### src/rtl/lsu_pkg.sv
// Shared definitions for the load/store unit: funct3 codes, FSM states
// and the store-side formatting helpers.
package lsu_pkg;

    localparam logic [2:0] F3_B  = 3'b000;
    localparam logic [2:0] F3_H  = 3'b001;
    localparam logic [2:0] F3_W  = 3'b010;
    localparam logic [2:0] F3_BU = 3'b100;
    localparam logic [2:0] F3_HU = 3'b101;

    typedef enum logic [1:0] {
        S_IDLE   = 2'd0,
        S_REQ    = 2'd1,
        S_WAIT_R = 2'd2,
        S_DONE   = 2'd3
    } lsu_state_e;

    // Loads accept the five RV32I widths, stores only B/H/W.
    function automatic logic f3_legal(
        input logic       is_load,
        input logic [2:0] f3
    );
        logic ok;
        ok = 1'b0;
        unique case (f3)
            F3_B, F3_H, F3_W: ok = 1'b1;
            F3_BU, F3_HU:     ok = is_load;
            default:          ok = 1'b0;
        endcase
        return ok;
    endfunction

    function automatic logic is_misaligned(
        input logic [2:0] f3,
        input logic [1:0] lane
    );
        return ((f3[1:0] == 2'b01) && lane[0]) ||
               ((f3 == F3_W) && (lane != 2'b00));
    endfunction

    function automatic logic [31:0] st_wdata(
        input logic [1:0]  sz,
        input logic [31:0] sd
    );
        logic [31:0] w;
        w = sd;
        unique case (sz)
            2'b00:   w = {4{sd[7:0]}};
            2'b01:   w = {2{sd[15:0]}};
            default: w = sd;
        endcase
        return w;
    endfunction

    // Byte enables cover the lanes touched by the access width.
    function automatic logic [3:0] lane_be(
        input logic [1:0] sz,
        input logic [1:0] lane
    );
        logic [3:0] be;
        be = 4'b1111;
        unique case (sz)
            2'b00:   be = 4'b0001 << lane;
            2'b01:   be = lane[1] ? 4'b1100 : 4'b0011;
            default: be = 4'b1111;
        endcase
        return be;
    endfunction

endpackage

### src/rtl/lsu_dmem_if_load_fmt.sv
// Load formatter: picks the byte/half lane out of a memory word and
// sign- or zero-extends it. Ports: i_rdata, i_lane, i_funct3 -> o_data.
module lsu_load_fmt
    import lsu_pkg::*;
(
    input  logic [31:0] i_rdata,
    input  logic [1:0]  i_lane,
    input  logic [2:0]  i_funct3,
    output logic [31:0] o_data
);

    logic [7:0]  w_byte;
    logic [15:0] w_half;

    assign w_byte = i_rdata[{i_lane, 3'b000} +: 8];
    assign w_half = i_rdata[{i_lane[1], 4'b0000} +: 16];

    always_comb begin
        o_data = i_rdata;
        unique case (i_funct3)
            F3_B:    o_data = {{24{w_byte[7]}}, w_byte};
            F3_BU:   o_data = {24'd0, w_byte};
            F3_H:    o_data = {{16{w_half[15]}}, w_half};
            F3_HU:   o_data = {16'd0, w_half};
            default: o_data = i_rdata;
        endcase
    end

endmodule

### src/rtl/lsu_dmem_if.sv
// Load/store unit bridging the memory stage to a gnt/rvalid data memory.
// Ports: core side (mem_read/mem_write/funct3/addr/store_data -> read_data,
// stall, misaligned, bus_err) and memory side (dmem_* request/response).
module lsu_dmem_if
    import lsu_pkg::*;
#(
    parameter int ADDR_W         = 32,
    parameter int TIMEOUT_CYCLES = 16
) (
    input  logic              clk,
    input  logic              rst_n,
    input  logic              mem_read,
    input  logic              mem_write,
    input  logic [2:0]        funct3,
    input  logic [ADDR_W-1:0] addr,
    input  logic [31:0]       store_data,
    output logic [31:0]       read_data,
    output logic              stall,
    output logic              misaligned,
    output logic              bus_err,
    output logic              dmem_req,
    output logic              dmem_we,
    output logic [ADDR_W-1:0] dmem_addr,
    output logic [31:0]       dmem_wdata,
    output logic [3:0]        dmem_be,
    input  logic              dmem_gnt,
    input  logic              dmem_rvalid,
    input  logic [31:0]       dmem_rdata
);

    // Last counter value before the access is declared dead.
    localparam logic [7:0] TMO_LAST = 8'(TIMEOUT_CYCLES - 1);

    lsu_state_e        r_state;
    logic [7:0]        r_cnt;
    logic [31:0]       r_rdata;
    logic              r_req;
    logic              r_we;
    logic [ADDR_W-1:0] r_addr;
    logic [31:0]       r_wdata;
    logic [3:0]        r_be;
    logic [1:0]        r_lane;
    logic [2:0]        r_f3;
    logic              r_mis;
    logic              r_berr;

    logic              w_access;
    logic              w_legal;
    logic              w_misal;
    logic              w_start;
    logic              w_tmo;
    logic [31:0]       w_load;

    // A load wins when both requests are raised together.
    assign w_access = mem_read | mem_write;
    assign w_legal  = f3_legal(mem_read, funct3);
    assign w_misal  = is_misaligned(funct3, addr[1:0]);
    assign w_start  = w_access & w_legal & ~w_misal;
    assign w_tmo    = (r_cnt >= TMO_LAST);

    lsu_load_fmt u_fmt (
        .i_rdata  (dmem_rdata),
        .i_lane   (r_lane),
        .i_funct3 (r_f3),
        .o_data   (w_load)
    );

    always_ff @(posedge clk or negedge rst_n) begin
        if (!rst_n) begin
            r_state <= S_IDLE;
            r_cnt   <= '0;
            r_rdata <= '0;
            r_req   <= 1'b0;
            r_we    <= 1'b0;
            r_addr  <= '0;
            r_wdata <= '0;
            r_be    <= '0;
            r_lane  <= '0;
            r_f3    <= '0;
            r_mis   <= 1'b0;
            r_berr  <= 1'b0;
        end else begin
            r_mis  <= 1'b0;
            r_berr <= 1'b0;
            unique case (r_state)
                S_IDLE: begin
                    if (w_access) begin
                        if (!w_legal) begin
                            r_berr <= 1'b1;
                        end else if (w_misal) begin
                            r_mis <= 1'b1;
                        end else begin
                            r_state <= S_REQ;
                            r_req   <= 1'b1;
                            r_we    <= ~mem_read;
                            r_addr  <= {addr[ADDR_W-1:2], 2'b00};
                            r_lane  <= addr[1:0];
                            r_f3    <= funct3;
                            r_wdata <= st_wdata(funct3[1:0], store_data);
                            r_be    <= lane_be(funct3[1:0], addr[1:0]);
                            r_cnt   <= '0;
                        end
                    end
                end
                S_REQ: begin
                    if (dmem_gnt) begin
                        r_req <= 1'b0;
                        if (r_we) begin
                            r_state <= S_DONE;
                            r_cnt   <= '0;
                        end else begin
                            // Counter keeps running: the budget spans REQ+WAIT_R.
                            r_state <= S_WAIT_R;
                            r_cnt   <= r_cnt + 8'd1;
                        end
                    end else if (w_tmo) begin
                        r_req   <= 1'b0;
                        r_berr  <= 1'b1;
                        r_state <= S_DONE;
                        r_cnt   <= '0;
                        if (!r_we) begin
                            r_rdata <= '0;
                        end
                    end else begin
                        r_cnt <= r_cnt + 8'd1;
                    end
                end
                S_WAIT_R: begin
                    if (dmem_rvalid) begin
                        r_rdata <= w_load;
                        r_state <= S_DONE;
                        r_cnt   <= '0;
                    end else if (w_tmo) begin
                        r_rdata <= '0;
                        r_berr  <= 1'b1;
                        r_state <= S_DONE;
                        r_cnt   <= '0;
                    end else begin
                        r_cnt <= r_cnt + 8'd1;
                    end
                end
                S_DONE: begin
                    r_state <= S_IDLE;
                end
                default: begin
                    r_state <= S_IDLE;
                end
            endcase
        end
    end

    // The core is held from the accepting IDLE cycle until DONE.
    assign stall = rst_n &
                   (((r_state == S_IDLE) & w_start) |
                    (r_state == S_REQ) |
                    (r_state == S_WAIT_R));

    assign read_data  = r_rdata;
    assign misaligned = r_mis;
    assign bus_err    = r_berr;
    assign dmem_req   = r_req;
    assign dmem_we    = r_we;
    assign dmem_addr  = r_addr;
    assign dmem_wdata = r_wdata;
    assign dmem_be    = r_be;

endmodule

### config.mk
export PLATFORM = sky130hd
export DESIGN_NAME = lsu_dmem_if
export DESIGN_NICKNAME = d
export VERILOG_FILES = /design/src/rtl/lsu_pkg.sv /design/src/rtl/lsu_dmem_if_load_fmt.sv /design/src/rtl/lsu_dmem_if.sv
export SDC_FILE = /design/constraint.sdc
export NUM_CORES = 1
export LEC_CHECK = 0
export CAP_MARGIN = 20
export CORE_MARGIN = 1
export CORE_UTILIZATION = 32
export DETAILED_ROUTE_END_ITERATION = 10
export SETUP_SLACK_MARGIN = 0.02
export SLEW_MARGIN = 15
export SYNTH_ARGS = -nofsm -noshare
export SYNTH_HDL_FRONTEND = slang
export SYNTH_HIERARCHICAL = 1
export SYNTH_SLANG_ARGS = --single-unit
### constraint.sdc
create_clock -name clk -period 2.3 [get_ports clk]
set_input_delay 0.575 -clock clk [delete_from_list [all_inputs] [get_ports clk]]
set_output_delay 0.575 -clock clk [all_outputs]
set_load 0.1 [all_outputs]
==> impl_metrics.py <==
metrics = {
    "outcome": {
        "outcome": "finished, violations left",
        "violations": "setup timing",
    },
    "synthesis": {
        "yosys.area_share.adder": 0.01028,
        "synth_area_per_cell_um2": 11.42,
        "netlist_instances": 533,
        "sequential_area_share_after_synthesis": 0.4809,
        "synth-seq-cells": 117,
        "async_reset_ff_frac": 1.000,
        "synth_cell_types": 54,
        "primary_ff_master_synth": "dfrtp_1",
        "synthesis.area_um2": 6088,
        "post_synth_and_or_nand_nor_area_fraction": 0.1155,
        "synth_mux_area_frac": 0.2524,
        "largest_family_of_logic_cells_by_synthesized_area": "multiplexers",
        "synth-edff-count": 0,
        "synth.yosys.warnings": 6,
        "synth_compound_area_frac": 0.09433,
        "yosys.area_share.xor_xnor": 0,
    },
    "clock_tree": {
        "cts_tree": "built",
        "cts-root-buf": "clkbuf_16",
        "clock_tree.htree_level_count": 4,
        "cts_sinks": 117,
        "clock_latency_on_the_worst_skew_pair_ps": 410,
        "clockBufferDepth": 2,
        "postCtsHoldBufs": 0,
        "cts_inserted_buffers": 17,
        "clk_pin_slew_ps": 50,
    },
    "grt": {
        "antenna_found_initial": 0,
        "grt_first_pass_wirelength_um": 27800,
        "overflow": 0,
        "grt_pass1_vias": 5235,
        "grt.total_usage": 0.1811,
        "grt_max_degree": 118,
    },
    "finish": {
        "most_frequent_cells_in_the_layout": "142 x buf_4, 117 x mux2_2, 117 x dfrtp_1",
        "layout-drive-gt1-share": 0.4097,
        "num-nets-final": 880,
        "layout-area-overhead-vs-synth_pct": 49.01,
        "utilization": 0.4850,
        "final-instance-count-excl-fill": 1016,
        "regArea_um2": 2928,
        "multiInputGateArea_um2": 2928,
        "filler_cells": 1669,
        "layout.cell_area.non_filler_um2": 9072,
        "layout_commonest_cell": "buf_4",
    },
    "worst_setup_path": {
        "worstPathMaxFanout": 3,
        "setup.worst_path.class": "primary input to primary output",
        "timing.critical_path.to_type": "primary output",
        "critPathSlowestCell": "or4_4",
        "timing.critical_path.from_type": "primary input",
        "critical_path_buf_inv_count": 2,
        "timing.critical_path.cells": "buf_6, or4_4, o31a_4, nor2_8, o31a_4, buf_12",
        "critical-path-top-delay-family": "simple AND/OR/NAND/NOR gates",
        "most_prevalent_standard_cell_on_the_critical_path": "o31a_4",
        "slowest_delay_ps": 540,
        "worstPathArrival_ps": 1780,
        "worstPathRequired_ps": 1730,
    },
    "route": {
        "post_drt_via_cell_ratio": 4.984,
        "route.vias.total": 5064,
        "post_drt_wl_per_cell_um": 17.05,
        "dr.first_iter.drc_count": 283,
        "drc_errors": 0,
        "detailedRoute.firstPassIterationCount": 4,
        "drtAntennaViolNets": 0,
        "drt_wl_total_um": 17320,
    },
    "flow_run": {
        "drv.max_cap_violation_count": 0,
    },
    "floorplan": {
        "core_um2": 18710,
        "placement_rows": 50,
        "design.portCount": 210,
        "die-width_um": 139.9,
        "initial_core_util": 0.3255,
        "die-area_um2": 19580,
        "die_height_um": 139.9,
    },
    "timing": {
        "maxSlewHeadroom": 0.5434,
        "final_setup_skew_ps": 9.675,
        "final_max_slew_viol_count": 0,
        "slew_at_the_pin_with_the_worst_max_slew_slack_ps": 684.8,
        "final_report_hold_violation_count": 0,
        "post-route-worst-setup-slack_ps": -57.63,
        "fmax_ghz": 0.4242,
        "setup_viol": 1,
        "period_minus_slack_ps": 2358,
        "unrepaired_setup_endpoints_after_global_routing": "true",
        "final_worst_path_period_share": 1.025,
    },
    "place": {
        "gp_congestion": 0.8054,
        "place_area_um2": 8396,
        "dp_cells": 979,
        "dp.final_hpwl_um": 12420,
        "portBuffers": 207,
    },
    "min_path": {
        "min-delay-path-class": "primary input to async pin",
    },
}
## sequential cells by signal (all words and copies together), names as in the netlist
signal and count:
bus_err 1, dmem_addr 30, dmem_be 4, dmem_req 1, dmem_wdata 32, dmem_we 1, misaligned 1, r_cnt 8
r_f3 3, r_lane 2, r_state 2, read_data 32
## metrics by stage
| stage | hold slack (ps) | worst slack [ps] | TNS, ps |
|---|---|---|---|
| 2_1_floorplan | 279.4 | -228.7 | -228.7 |
| 3_3_place_gp | 472.7 | -440.2 | -35530 |
| 3_5_place_dp | 476.2 | -447.8 | -38510 |
| 4_1_cts | 306.7 | -57.38 | -57.38 |
| 5_1_grt | 301.1 | -88.10 | -88.10 |
| 6_report | 251.1 | -57.63 | -57.63 |
## repair_timing
item / in CTS / in global routing
resized for setup: 26 / 3
cloned: 0 / 1
setup endpoints to repair: 3 / 3
pin swaps: 5 / 2
setup buffers: 3 / 2
## routing by layer
metal | vias to the layer above | part of all wire | GRT usage
li1 | 2391 | - | -
met1 | 2464 | 0.43 | 0.2223
met2 | 191 | 0.47 | 0.2945
met3 | 18 | 0.088 | 0.07350
met4 | 0 | 0.011 | 0.04685
met5 | - | 0 | 0
## cell usage after synthesis, types with 2 or more instances
library cell    n  area, um^2
a22oi_1         8       60.06
ha_1            5       62.56
dfrtp_1       117        2928
clkbuf_1       18       67.56
buf_4           2       15.01
o21ai_0        25       125.1
mux2i_1        14       140.1
o31a_1          2       17.52
o22ai_1         2       12.51
buf_2           7       35.03
nand2b_1        6       37.54
mux2_2        117        1318
o21bai_1        3       22.52
and2_1          2       12.51
o221ai_1        7       61.31
and3_1         32       200.2
nand3_1         5       25.02
nand2_1        56       210.2
mux2_1          5       56.30
nor2_1         11       41.29
or4_1           2       15.01
o211ai_1        6       45.04
o31ai_1         4       30.03
a21oi_1        12       60.06
o311ai_0        2       17.52
nor2b_1         9       56.30
nand2_2         2       12.51
or3_1           3       18.77
inv_1          17       63.81
buf_6           8       90.09
## cell families after synthesis
group	count (synthesis)
mux	137
simple gates	135
flops	117
compound gates	84
buf+inv	54
fa+ha+maj	5
other cells	1
## path summary, 6_finish.rpt
| kind | end | start | cells after the start | slack (ps) |
|---|---|---|---|---|
| max | stall | funct3[2] | 6 | -60 |
| min | dmem_req | rst_n | 2 | 250 |
| max reg2reg | read_data[18] | r_lane[0] | 7 | 200 |
| min reg2reg | dmem_addr[11] | dmem_addr[11] | 1 | 480 |
| max in group asynchronous | dmem_addr[20] | rst_n | 2 | 1510 |
| min in group clk | dmem_addr[11] | dmem_addr[11] | 1 | 480 |
## area by class of cell
type | instances | area share
Sequential cell | 117 | 0.3227
Multi-Input combinational cell | 363 | 0.3227
Timing Repair Buffer | 254 | 0.2491
Clock buffer | 21 | 0.05185
Tap cell | 234 | 0.03227
Clock inverter | 9 | 0.01407
Inverter | 17 | 0.007034
Antenna cell | 1 | 0.0002758
Power is left out: the tool's default activity adds up to more than one toggle a clock period on the data nets, which glitch-free logic cannot reach.
